===== src/rtl/csr_regfile_pkg.sv =====
// Shared CSR definitions: addresses, mstatus/mie/mip bit positions, mcause codes.
package csr_regfile_pkg;

  // Implemented machine-mode CSR addresses
  localparam logic [11:0] CSR_MSTATUS  = 12'h300;
  localparam logic [11:0] CSR_MIE      = 12'h304;
  localparam logic [11:0] CSR_MTVEC    = 12'h305;
  localparam logic [11:0] CSR_MSCRATCH = 12'h340;
  localparam logic [11:0] CSR_MEPC     = 12'h341;
  localparam logic [11:0] CSR_MCAUSE   = 12'h342;
  localparam logic [11:0] CSR_MIP      = 12'h344;
  localparam logic [11:0] CSR_MCYCLE   = 12'hB00;
  localparam logic [11:0] CSR_MINSTRET = 12'hB02;
  localparam logic [11:0] CSR_MHARTID  = 12'hF14;

  // mstatus field positions
  localparam int MSTATUS_MIE    = 3;
  localparam int MSTATUS_MPIE   = 7;
  localparam int MSTATUS_MPP_LO = 11;
  localparam int MSTATUS_MPP_HI = 12;

  // mie / mip timer-interrupt bit
  localparam int MIE_MTIE = 7;
  localparam int MIP_MTIP = 7;

  // mtvec modes that are legal to store
  localparam logic [1:0] MTVEC_DIRECT   = 2'b00;
  localparam logic [1:0] MTVEC_VECTORED = 2'b01;

  // Machine timer interrupt cause code
  localparam logic [63:0] MCAUSE_MTI = {1'b1, 63'd7};

  // True for every address this register file implements
  function automatic logic csr_is_impl(input logic [11:0] addr);
    case (addr)
      CSR_MSTATUS, CSR_MIE, CSR_MTVEC, CSR_MSCRATCH, CSR_MEPC,
      CSR_MCAUSE, CSR_MIP, CSR_MCYCLE, CSR_MINSTRET, CSR_MHARTID: csr_is_impl = 1'b1;
      default:                                                    csr_is_impl = 1'b0;
    endcase
  endfunction

endpackage


===== src/rtl/csr_counter.sv =====
// Free-running XLEN-wide counter; a load in the same cycle replaces the increment.
module csr_counter #(
  parameter int W = 64
) (
  input  logic         clk,
  input  logic         rst,
  input  logic         inc,
  input  logic         load,
  input  logic [W-1:0] load_val,
  output logic [W-1:0] count
);

  // Load wins over increment; natural wrap from all-ones to zero
  always_ff @(posedge clk or posedge rst) begin
    if (rst) begin
      count <= '0;
    end else if (load) begin
      count <= load_val;
    end else if (inc) begin
      count <= count + W'(1);
    end
  end

endmodule


===== src/rtl/csr_regfile.sv =====
// Machine-mode CSR storage: combinational read port, write-back commit, trap entry,
// mret, mcycle/minstret counting and the timer interrupt request.
module csr_regfile
  import csr_regfile_pkg::*;
#(
  parameter int              XLEN      = 64,
  parameter logic [XLEN-1:0] MTVEC_RST = '0
) (
  input  logic            clk,
  input  logic            rst,
  input  logic [11:0]     csr_raddr_i,
  output logic [XLEN-1:0] csr_rdata_o,
  output logic            csr_illegal_o,
  input  logic [11:0]     csr_waddr_i,
  input  logic [XLEN-1:0] csr_wdata_i,
  input  logic            csr_wvalid_i,
  input  logic            retire_i,
  input  logic            trap_valid_i,
  input  logic [XLEN-1:0] trap_pc_i,
  input  logic [XLEN-1:0] trap_cause_i,
  input  logic            mret_i,
  input  logic            mtip_i,
  output logic [XLEN-1:0] trap_vec_o,
  output logic [XLEN-1:0] mepc_o,
  output logic            irq_pending_o
);

  localparam logic [XLEN-1:0] LOW2_MASK = ~XLEN'(3);

  // Architectural state (only the writable mstatus/mie/mip bits are stored)
  logic            mie_q;
  logic            mpie_q;
  logic            mtie_q;
  logic            mtip_q;
  logic [XLEN-1:0] mtvec_q;
  logic [XLEN-1:0] mscratch_q;
  logic [XLEN-1:0] mepc_q;
  logic [XLEN-1:0] mcause_q;
  logic [XLEN-1:0] mcycle;
  logic [XLEN-1:0] minstret;

  // A trap or mret owns mstatus/mepc/mcause for the cycle; software writes to them are dropped
  logic event_cycle;
  logic wr_shared;
  assign event_cycle = trap_valid_i | mret_i;
  assign wr_shared   = csr_wvalid_i & ~event_cycle;

  logic mcycle_load;
  logic minstret_load;
  assign mcycle_load   = csr_wvalid_i && (csr_waddr_i == CSR_MCYCLE);
  assign minstret_load = csr_wvalid_i && (csr_waddr_i == CSR_MINSTRET);

  csr_counter #(.W(XLEN)) u_mcycle (
    .clk      (clk),
    .rst      (rst),
    .inc      (1'b1),
    .load     (mcycle_load),
    .load_val (csr_wdata_i),
    .count    (mcycle)
  );

  csr_counter #(.W(XLEN)) u_minstret (
    .clk      (clk),
    .rst      (rst),
    .inc      (retire_i),
    .load     (minstret_load),
    .load_val (csr_wdata_i),
    .count    (minstret)
  );

  // Trap/mret-controlled state: trap > mret > software write
  always_ff @(posedge clk or posedge rst) begin
    if (rst) begin
      mie_q    <= 1'b0;
      mpie_q   <= 1'b0;
      mepc_q   <= '0;
      mcause_q <= '0;
    end else if (trap_valid_i) begin
      mepc_q   <= trap_pc_i & LOW2_MASK;
      mcause_q <= trap_cause_i;
      mpie_q   <= mie_q;
      mie_q    <= 1'b0;
    end else if (mret_i) begin
      mie_q    <= mpie_q;
      mpie_q   <= 1'b1;
    end else if (wr_shared) begin
      case (csr_waddr_i)
        CSR_MSTATUS: begin
          mie_q  <= csr_wdata_i[MSTATUS_MIE];
          mpie_q <= csr_wdata_i[MSTATUS_MPIE];
        end
        CSR_MEPC:   mepc_q   <= csr_wdata_i & LOW2_MASK;
        CSR_MCAUSE: mcause_q <= csr_wdata_i;
        default: ;
      endcase
    end
  end

  // Software-only state plus the registered timer line; unaffected by trap/mret
  always_ff @(posedge clk or posedge rst) begin
    if (rst) begin
      mtie_q     <= 1'b0;
      mtip_q     <= 1'b0;
      mtvec_q    <= MTVEC_RST;
      mscratch_q <= '0;
    end else begin
      mtip_q <= mtip_i;
      if (csr_wvalid_i) begin
        case (csr_waddr_i)
          CSR_MIE:      mtie_q <= csr_wdata_i[MIE_MTIE];
          CSR_MSCRATCH: mscratch_q <= csr_wdata_i;
          CSR_MTVEC: begin
            mtvec_q[XLEN-1:2] <= csr_wdata_i[XLEN-1:2];
            if (csr_wdata_i[1:0] == MTVEC_DIRECT || csr_wdata_i[1:0] == MTVEC_VECTORED)
              mtvec_q[1:0] <= csr_wdata_i[1:0];
          end
          default: ;
        endcase
      end
    end
  end

  // Read mux; unimplemented addresses return zero and flag illegal
  always_comb begin
    csr_rdata_o   = '0;
    csr_illegal_o = ~csr_is_impl(csr_raddr_i);
    case (csr_raddr_i)
      CSR_MSTATUS: begin
        csr_rdata_o[MSTATUS_MPP_HI:MSTATUS_MPP_LO] = 2'b11;
        csr_rdata_o[MSTATUS_MPIE]                  = mpie_q;
        csr_rdata_o[MSTATUS_MIE]                   = mie_q;
      end
      CSR_MIE:      csr_rdata_o[MIE_MTIE] = mtie_q;
      CSR_MTVEC:    csr_rdata_o = mtvec_q;
      CSR_MSCRATCH: csr_rdata_o = mscratch_q;
      CSR_MEPC:     csr_rdata_o = mepc_q;
      CSR_MCAUSE:   csr_rdata_o = mcause_q;
      CSR_MIP:      csr_rdata_o[MIP_MTIP] = mtip_q;
      CSR_MCYCLE:   csr_rdata_o = mcycle;
      CSR_MINSTRET: csr_rdata_o = minstret;
      default: ;
    endcase
  end

  // Trap target: vectored mode offsets interrupts by 4*cause code, exceptions go to base
  always_comb begin
    trap_vec_o = {mtvec_q[XLEN-1:2], 2'b00};
    if (mtvec_q[1:0] == MTVEC_VECTORED && trap_cause_i[XLEN-1])
      trap_vec_o = {mtvec_q[XLEN-1:2], 2'b00} + {trap_cause_i[XLEN-3:0], 2'b00};
  end

  assign mepc_o        = mepc_q;
  assign irq_pending_o = mie_q & mtie_q & mtip_q;

endmodule


===== config.mk =====
export PLATFORM = sky130hd
export DESIGN_NAME = csr_regfile
export DESIGN_NICKNAME = d
export VERILOG_FILES = /design/src/rtl/csr_regfile_pkg.sv /design/src/rtl/csr_counter.sv /design/src/rtl/csr_regfile.sv
export SDC_FILE = /design/constraint.sdc
export NUM_CORES = 1
export LEC_CHECK = 0
export ABC_AREA = 1
export CORE_ASPECT_RATIO = 0.5
export CORE_MARGIN = 5
export CORE_UTILIZATION = 35
export DETAILED_ROUTE_END_ITERATION = 10
export GPL_ROUTABILITY_DRIVEN = 0
export GPL_TIMING_DRIVEN = 1
export SYNTH_ARGS = -nofsm -noshare
export SYNTH_HDL_FRONTEND = slang
export SYNTH_SLANG_ARGS = --single-unit

===== constraint.sdc =====
create_clock -name clk -period 16 [get_ports clk]
set_clock_uncertainty 0.05 [all_clocks]
set_input_delay 3.2 -clock clk [delete_from_list [all_inputs] [get_ports clk]]
set_output_delay 3.2 -clock clk [all_outputs]
set_load 0.05 [all_outputs]

==> out/qor.csv <==
metric;value;unit
clk_latency;0.61;ns
grt_overflow_total;0;
fin_crit_sh;64.7;%
combPwrFrac;16.6;%
hold_buffers;0;
pwr-share-seq;43.3;%
worst-setup-path-type;in2out;
grt_pass1_vias;29015;
die_area;0.0859;sq mm
ant_nets;0;
crit_path_start;trap_cause_i[23];
p_leak;15.9;nW
cp-start-kind;input pin;
r2r_cells;11;
reg2reg_to;u_mcycle.count[48];
end_kind;output pin;
reg2reg_from;u_mcycle.count[1];
synth_top_area_cell;dfrtp_1;
synth_seq_cells;386;
core;0.0793;sq mm
setup_ws;5.65;ns
drc_errors;0;
drive_gt1_share;3.34;%
ys.flop_type;dfrtp_1;
rrSetupSlack;12.91;ns
hold_path.startpoint;mscratch_q[22];
synth_top_area_share;34.6;%
maxCapViolations;0;
ioPinCount;417;
period_needed;10.35;ns
relSlewSlack;23.3;%
worst_pin_slew;1.15;ns
fin_nets;4925;
grt_pass1_wl;195000;um
final-hold-violation-count;0;
switching_power;0.813;mW
syn_inst;4310;
cts_setup_buffers;0;
synth.distinct_cells;54;
utilization;43.3;%
hold_depth;2;
cts.reportedPaths.clkPinSlew;0.07;ns
vias;31727;
syn_avg_cell_area;6.48;sq um
async_flop_share;100;%
io_buffers;410;
place_hpwl;105000;um
stdcell_area;0.0343;sq mm
yosys_warnings;0;
drt-pass1-iter-count;8;
syn_area;0.0279;sq mm
synth_common_cells;nand2_1, inv_1, dfrtp_1, nor2_1, o21ai_0;
p_clk_share;40.1;%
cts_resized;0;
initial_core_util;35.2;%
rows;73;
cp.arrival;7.10;ns
synth.area.top_cells;dfrtp_1, nand2_1, inv_1;
area_delta_synth_final;23.0;%
clockRootBuffer;clkbuf_16;
routed_wl;136000;um
finalSetupTns;0;ns
grt_usage;30.4;%
cp.required;12.75;ns
cts_max_path_buffers;3;
post-place-ws;5.85;ns
wl_per_cell;23.8;um
cts_sinks;386;
ctsHtreeMaxLevel;2;
hold_end;mscratch_q[22];
crit_fanout;4;
via_per_inst;5.54;
fmax;96.6;MHz
die_w;409;um
cts_buffers;41;
ir_worst_vdd;0.0570;mV
run_status;finished, final reports clean;
p_sw_share;31.7;%
postPlaceCellArea;0.0330;sq mm
cts_tree;built;
p_per_area;74.8;mW/mm^2
die_h;210;um
antenna_found_initial;5;
drv_slew;0;
worstHoldPathType;reg2reg;
rsz0062_at_grt;no;
synth_edf_count;0;
intPower;1.75;mW
grt_start_max_net_pins;153;
ys_seq_area_share;34.6;%
drt-initial-drc-count;4245;
setup_viol;0;
yosysMostFrequentCell;nand2_1;
[critical path, cell delays in order]
cell             delay (ns)
clkdlybuf4s50_1        0.58
ha_1                   0.45
nand2_1                0.12
nor2_1                 0.15
inv_1                  0.09
nor3_1                 0.73
nand3_1                0.15
nand2_1                0.39
nand2_1                0.13
nand3_1                0.10
nand3_1                0.07
nand2_1                0.11
clkdlybuf4s50_1        0.82
[sequential cells by signal, indices dropped and copies added, names as in the netlist]
name              cells
mcause_q             64
mscratch_q           64
mtvec_q              64
u_mcycle.count       64
u_minstret.count     64
mepc_o               62
mie_q                 1
mpie_q                1
mtie_q                1
mtip_q                1
[routing by layer]
metal	share of wire, %	GRT usage [%]	routed length (um)
met1	41	40.9	55800
met2	41	44.2	56300
met3	12	8.99	15900
met4	6.0	15.6	8210
met5	0	0	0
[logic make-up after synthesis]
group | after synthesis | synth area share, %
AO/OA/AOI/OAI | 610 | 13.5
XOR/XNOR | 110 | 3.45
AND/OR/NAND/NOR | 2372 | 35.0
adder cells (fa/ha/maj) | 64 | 2.89
buffers and inverters | 767 | 10.6
flip-flops | 386 | 34.6
other | 1 | 0.0134
[worst max-delay path by stage]
stage,endpoint,slack [ns],cells past startpoint
after global placement,csr_rdata_o[40],5.86,11
after CTS,csr_rdata_o[40],5.83,11
after global routing,trap_vec_o[46],5.59,17
after detailed placement,csr_rdata_o[40],5.85,11
after floorplan,mcause_q[0],2.02,1
final,trap_vec_o[43],5.65,13
[power groups by stage]
| stage | Combinational, mW | Sequential [mW] | Clock [mW] |
|---|---|---|---|
| 3_3_place_gp | 0.415 | 1.12 | 0 |
| 4_1_cts | 0.424 | 1.11 | 1.03 |
| 5_1_grt | 0.459 | 1.12 | 1.08 |
| 2_1_floorplan | 0.197 | 1.15 | 0 |
| 3_5_place_dp | 0.422 | 1.13 | 0 |
| 6_report | 0.426 | 1.11 | 1.03 |
[stage by stage]
stage | hold WS (ns) | cells | power, mW
2_1_floorplan | 0.403 | 4313 | 1.35
3_3_place_gp | 0.416 | 5645 | 1.54
3_5_place_dp | 0.423 | 5645 | 1.55
4_1_cts | 0.439 | 5719 | 2.57
5_1_grt | 0.448 | 5723 | 2.65
6_report | 0.436 | 5724 | 2.57
[final cells by class]
cell class	count	area [sq um]
tap	1050	1310
inverter	612	2300
clock inverter	23	245
sequential	386	9660
fill	8291	44900
antenna	5	12.5
multi-input combinational	3160	15400
clock buffer	51	1110
timing repair buffer	437	4320
[layout by cell type (no fill, tap or decap), types with 5 or more instances in the layout]
cell type	n
buf_4	27
nand3b_1	13
or2_2	12
nor2_4	5
o21ai_0	246
o21bai_1	13
nand3_1	172
xnor2_1	37
a221oi_1	29
nand2_2	8
inv_2	6
o221ai_1	32
and2_1	5
a31oi_1	8
nand4_1	114
nand2_1	1625
clkbuf_16	42
diode_2	5
nor4_1	7
xor2_1	73
o211ai_1	134
o22ai_1	46
nor2_1	327
clkdlybuf4s50_1	409
a21oi_1	84
dfrtp_1	386
clkinv_2	12
nor2_2	10
nor3_1	54
inv_1	603
ha_1	63
clkbuf_1	6
Power figures use the tool's default switching activity.
